### src/rtl/fifo_rd_pkg.sv
// Shared types and constants for the FIFO read-side stream controller.
package fifo_rd_pkg;

  localparam int DW_DEFAULT = 8;
  localparam int CNT_W      = 16;

  typedef enum logic [1:0] {
    EMPTY = 2'd0,
    ONE   = 2'd1,
    TWO   = 2'd2
  } buf_state_t;

endpackage

### src/rtl/fifo_rd_skid.sv
// Two-entry output buffer: captures returning FIFO bytes and hands them out in order.
module fifo_rd_skid
  import fifo_rd_pkg::*;
#(
  parameter int DW = DW_DEFAULT
) (
  input  logic          clk,
  input  logic          rst,
  input  logic          capture,
  input  logic [DW-1:0] cap_data,
  input  logic          pop,
  output buf_state_t    occ,
  output logic          valid,
  output logic [DW-1:0] head
);

  buf_state_t    state, state_next;
  logic [DW-1:0] head_q, head_next;
  logic [DW-1:0] tail_q, tail_next;

  always_ff @(posedge clk or posedge rst) begin
    if (rst) begin
      state  <= EMPTY;
      head_q <= '0;
      tail_q <= '0;
    end else begin
      state  <= state_next;
      head_q <= head_next;
      tail_q <= tail_next;
    end
  end

  // The head register always holds the oldest byte; the tail only fills in TWO.
  always_comb begin
    state_next = state;
    head_next  = head_q;
    tail_next  = tail_q;
    unique case (state)
      EMPTY: begin
        if (capture) begin
          state_next = ONE;
          head_next  = cap_data;
        end
      end
      ONE: begin
        if (capture && pop) begin
          head_next = cap_data;
        end else if (capture) begin
          state_next = TWO;
          tail_next  = cap_data;
        end else if (pop) begin
          state_next = EMPTY;
        end
      end
      TWO: begin
        if (pop) begin
          state_next = ONE;
          head_next  = tail_q;
        end
      end
      default: state_next = EMPTY;
    endcase
  end

  assign occ   = state;
  assign valid = (state != EMPTY);
  assign head  = head_q;

endmodule

### src/rtl/fifo_stream_reader.sv
// Drains the 8-bit synchronous FIFO into a valid/ready stream framed into PKT_LEN-byte packets.
// Optional accepted-byte counter port xfer_count is built when FIFO_RD_CNT_EN is defined.
module fifo_stream_reader
  import fifo_rd_pkg::*;
#(
  parameter int DW      = DW_DEFAULT,
  parameter int PKT_LEN = 16
) (
  input  logic             clk,
  input  logic             rst,
  input  logic             fifo_empty,
  input  logic [DW-1:0]    fifo_dout,
  output logic             fifo_rd_en,
  output logic             m_valid,
  input  logic             m_ready,
  output logic [DW-1:0]    m_data,
`ifdef FIFO_RD_CNT_EN
  output logic [CNT_W-1:0] xfer_count,
`endif
  output logic             m_last
);

  localparam int BW = (PKT_LEN > 1) ? $clog2(PKT_LEN) : 1;
  localparam logic [BW-1:0] LAST_BEAT = BW'(PKT_LEN - 1);

  buf_state_t    occ;
  logic          rd_pending;
  logic          pop;
  logic [2:0]    credit;
  logic [BW-1:0] beat;

  assign pop = m_valid && m_ready;

  // Projected occupancy after this edge; a new pop is only issued if it will have a slot.
  assign credit     = {1'b0, occ} + {2'b00, rd_pending} - {2'b00, pop};
  assign fifo_rd_en = !rst && !fifo_empty && (credit < 3'd2);

  always_ff @(posedge clk or posedge rst) begin
    if (rst) begin
      rd_pending <= 1'b0;
    end else begin
      rd_pending <= fifo_rd_en;
    end
  end

  fifo_rd_skid #(.DW(DW)) u_skid (
    .clk      (clk),
    .rst      (rst),
    .capture  (rd_pending),
    .cap_data (fifo_dout),
    .pop      (pop),
    .occ      (occ),
    .valid    (m_valid),
    .head     (m_data)
  );

  always_ff @(posedge clk or posedge rst) begin
    if (rst) begin
      beat <= '0;
    end else if (pop) begin
      if (beat == LAST_BEAT) begin
        beat <= '0;
      end else begin
        beat <= beat + BW'(1);
      end
    end
  end

  assign m_last = (beat == LAST_BEAT);

`ifdef FIFO_RD_CNT_EN
  always_ff @(posedge clk or posedge rst) begin
    if (rst) begin
      xfer_count <= '0;
    end else if (pop) begin
      xfer_count <= xfer_count + CNT_W'(1);
    end
  end
`endif

endmodule

### config.mk
export PLATFORM = sky130hd
export DESIGN_NAME = fifo_stream_reader
export DESIGN_NICKNAME = d
export VERILOG_FILES = /design/src/rtl/fifo_rd_pkg.sv /design/src/rtl/fifo_rd_skid.sv /design/src/rtl/fifo_stream_reader.sv
export SDC_FILE = /design/constraint.sdc
export NUM_CORES = 1
export LEC_CHECK = 0
export ABC_AREA = 1
export CAP_MARGIN = 10
export CORE_ASPECT_RATIO = 1.1
export CORE_MARGIN = 2
export CORE_UTILIZATION = 35
export DETAILED_ROUTE_END_ITERATION = 10
export SYNTH_ARGS = -nofsm -noshare
export SYNTH_HDL_FRONTEND = slang
export SYNTH_SLANG_ARGS = --single-unit
export TNS_END_PERCENT = 1
### constraint.sdc
create_clock -name clk -period 5.91 [get_ports clk]
set_input_delay 0.8865 -clock clk [delete_from_list [all_inputs] [get_ports clk]]
set_output_delay 0.8865 -clock clk [all_outputs]
set_load 0.01 [all_outputs]
# Word-level counts from Yosys, hierarchy flattened
# Cells that the tools add are included.
# word_totals
memories	0
ram_bits	0
latch_bits	0
mem_bits_ro	0
regBits	23
input_bits	12
# classes
add_sub_neg	3
n_eq_ne	8
muxes	11
n_bitwise	1
reduce_logical	12
div	0
magnitude_cmp	1
shift	0
n_mul	0
# ops
op	count
8-bit 2-to-1 mux	3
8-bit case mux with 3 select lines	1
2-bit 2-to-1 mux	5
4-bit AND reduction	2
2-bit inequality test (second input constant)	3
2-bit case mux with 3 select lines	1
4-bit by 1-bit adder with 4-bit output (second input constant)	1
4-bit == test (second input constant)	1
1-bit logical AND	4
4-bit 2-to-1 mux	1
2-bit by 1-bit adder with 3-bit output	1
3-bit by 2-bit less-than comparator with 1-bit output (second input constant)	1
3-bit inequality test (second input constant)	1
3-bit AND reduction	1
3-bit nonzero test	1
3-bit by 1-bit subtractor with 3-bit output	1
2-bit by 1-bit == test with 1-bit output (second input constant)	1
2-bit == test (second input constant)	1
1-bit logical NOT	2
2-bit logical NOT	1
2-bit by 1-bit inequality test with 1-bit output (second input constant)	1
2-bit nonzero test	1
1-bit inverter	1

# Longest topological paths before layout
# logic_depth
ltp_word	6
ltp_mapped	8

# By module
# A second synthesis with hierarchy kept.
# hier_totals
hier_cells	141
hier_area_um2	1183.6
# modules_own_cells
mod	area_per_inst_um2	n_inst	cells_each	seq_area_each_um2
fifo_rd_skid	859.6	1	106	450.4
fifo_stream_reader	324.1	1	35	125.1

# Worst setup path before layout
# Ideal clock, no wire load.
# synth_timing
kind	input-to-output
from	in m_ready
to	out fifo_rd_en
required_ns	5.023
t_arrival_ns	2.267
path_slack_ns	2.757
cell_stages	7
n_path_buf	1
path_cell_list	nand3_1 -> buf_4 -> inv_1 -> o21ai_0 -> fa_1 -> nand2_1 -> nor3_1
# synth_between
elab_chain_len	4
# synth_rtl
item	line	source
from (decl)	fifo_stream_reader.sv:15	input logic m_ready,
1-bit logical AND	fifo_stream_reader.sv:32	assign pop = m_valid && m_ready;
3-bit by 1-bit subtractor with 3-bit output	fifo_stream_reader.sv:35	assign credit = {1'b0, occ} + {2'b00, rd_pending} - {2'b00, pop};
3-bit by 2-bit less-than comparator with 1-bit output	fifo_stream_reader.sv:36	assign fifo_rd_en = !rst && !fifo_empty && (credit < 3'd2);
1-bit logical AND	fifo_stream_reader.sv:36	
to (decl)	fifo_stream_reader.sv:13	output logic fifo_rd_en,
# Every way passes these cells.

# Worst setup path in the final report
# Same ends and word-level chain as after synthesis.

==> metrics.txt <==
commonest cells in the netlist=65 x nand2_1, 28 x nand3_1, 23 x dfrtp_1; Post-CTS Resized=0; hold-fix buffers at CTS=0; area grow syn2layout=25.1%; vias in the first global route=993; die area=0.00370 mm^2; Layout Skew=1.56 ps; antenna cells=0; CTS tree=done; dominant cell type by area after synthesis=dfrtp_1; Final GP Congestion=0.786; Post-synth EDFFs=0; DR iter-0 viols=48; main flop type after synthesis=dfrtp_1; Synth top area share=50.9%; setup TNS=0 ps; Final Hold Vio Count=0; status=completed; Vias=995; post-detail-place hpwl=1720 um; ranking of synthesized cells by area=dfrtp_1 51%, nand2_1 22%, nand3_1 12%; Final period util=73.3%; WL/cell=11.6 um; First-pass DRT Iterations=4; I/O Pins=23; worst hold slack=491 ps; vias per cell=4.93; CP Launch Type=primary input; CTS root buf=clkbuf_4; die height=63.6 um; Crit Path Max Fanout=11; clock sink count=23; syn nets=157; Total GRT Usage=14.8%; Tightest Pin Transition=567 ps; CTS buffer count=3; Leakage=0.746 nW; # fillers=330; core area=0.00307 mm^2; ys async rst share=100%; Post-Syn Area=0.00113 mm^2; Clock transition at path regs=120 ps; Synth warnings=0; largest net degree at the start of global routing=25; Starting Density=36.8%; Die W=58.2 um; Final ANT Viol Nets=0; Post-Syn Instances=143; share of cells above drive strength 1=5.36%; syn_area_per_cell=7.90 um^2; max-slew violation count=0; H-tree lvl count=1; RSZ-0062 raised after global routing=no; pwr dens=431 mW/mm^2; Post-DP Area=0.00139 mm^2; PortBufs=22; maximum clock insertion buffer count=2; final core utilization=46.0%; Final #Nets=183; register area share after synthesis=50.9%; crit end category=primary output; DRT Wirelength=2340 um; CP required=5020 ps; Overflow after GRT=0; row count=21; register area=576 um^2; Critical Setup Path Class=primary input to primary output; most common cell in the synthesized netlist=nand2_1; Max Cap Violations=0; Setup Fix Bufs, Post-CTS=0; Period minus WS final=4330 ps; design area=0.00141 mm^2; initial antenna violation count=0; CP arrival=3450 ps; FMAX=231 MHz; first-pass GRT wire length=4310 um; # setup viols final=0; Max transition margin=62.2%; VDD IR max=0.000189 V; Synth Register Bits=23; Multi-input gate area=512 um^2; post-synthesis cell type count=19; latest clock arrival within the worst-skew pair=310 ps; hold crit path type=flop to flop; drt drc=0
-- per-stage QoR --
stage	cells	power [mW]	setup slack [ps]
6_report	202	0.609	1580
2_1_floorplan	143	0.433	2760
3_5_place_dp	198	0.544	1580
5_1_grt	202	0.668	1340
4_1_cts	202	0.617	1540
3_3_place_gp	198	0.539	1590
-- flip-flops by register name, indices dropped and copies added (netlist names) --
signal,cells
u_skid.occ,2
beat,4
u_skid.tail_q,8
rd_pending,1
u_skid.head,8
-- cells in the final DEF, fill, tap and decap left out, types with 2 or more instances in the layout --
| cell | instances |
|---|---|
| nand2_1 | 65 |
| nand3_1 | 28 |
| dfrtp_1 | 23 |
| clkdlybuf4s50_1 | 22 |
| inv_1 | 6 |
| nor2_1 | 4 |
| o21ai_0 | 3 |
| clkbuf_4 | 3 |
| nand2_2 | 2 |
-- critical path: stages --
cell and delay, ps:
clkdlybuf4s50_1 510, nand3_1 350, inv_1 230, o21ai_0 120, fa_1 490, nand2_1 50
nor3_1 230, clkdlybuf4s50_1 580
-- worst paths after layout --
kind | from | endpoint | slack, ps | cells after the start
worst max-delay path | m_ready | fifo_rd_en | 1580 | 8
worst min-delay path | u_skid.tail_q[7] | u_skid.tail_q[7] | 490 | 2
worst max register to register | u_skid.occ[1] | rd_pending | 3510 | 6
worst min register to register | u_skid.tail_q[7] | u_skid.tail_q[7] | 490 | 2
max in group asynchronous | rst | u_skid.head[0] | 4780 | 3
min in group asynchronous | rst | u_skid.head[7] | 910 | 3
-- power breakdown --
group | switching (mW) | leakage, nW | total [mW] | internal (mW)
registers | 0.0525 | 0.293 | 0.278 | 0.226
clock network | 0.0467 | 0.0150 | 0.0730 | 0.0263
logic | 0.138 | 0.438 | 0.258 | 0.120
total | 0.237 | 0.746 | 0.609 | 0.372
-- logic make-up (layout without fill, tap and decap cells) --
| family | after synthesis | count (layout) | share of synthesized area, % |
|---|---|---|---|
| AOI/OAI and AO/OA | 3 | 3 | 1.33 |
| xor gates and xnor gates | 2 | 2 | 1.55 |
| adders and majority gates | 2 | 2 | 2.88 |
| buffers and inverters | 10 | 35 | 3.76 |
| DFF | 23 | 23 | 50.9 |
| and+or+nand+nor | 103 | 103 | 39.5 |
-- cell type report --
class	count	share of cell area, %
multi-input cells	110	36.2
inverters	8	2.12
repair buffers	23	16.1
flip-flops and latches	23	40.7
clock buffers	4	1.86
well taps	34	3.01
-- per-layer routing --
layer  vias up  share of wire (%)  global-route usage (%)
met3         2                5.7                    2.46
met5         -                  0                       0
li1        509                  -                       -
met1       458                 49                    19.3
met4         0               0.90                    5.81
met2        26                 45                    24.1
(Power assumes the default switching activity.)
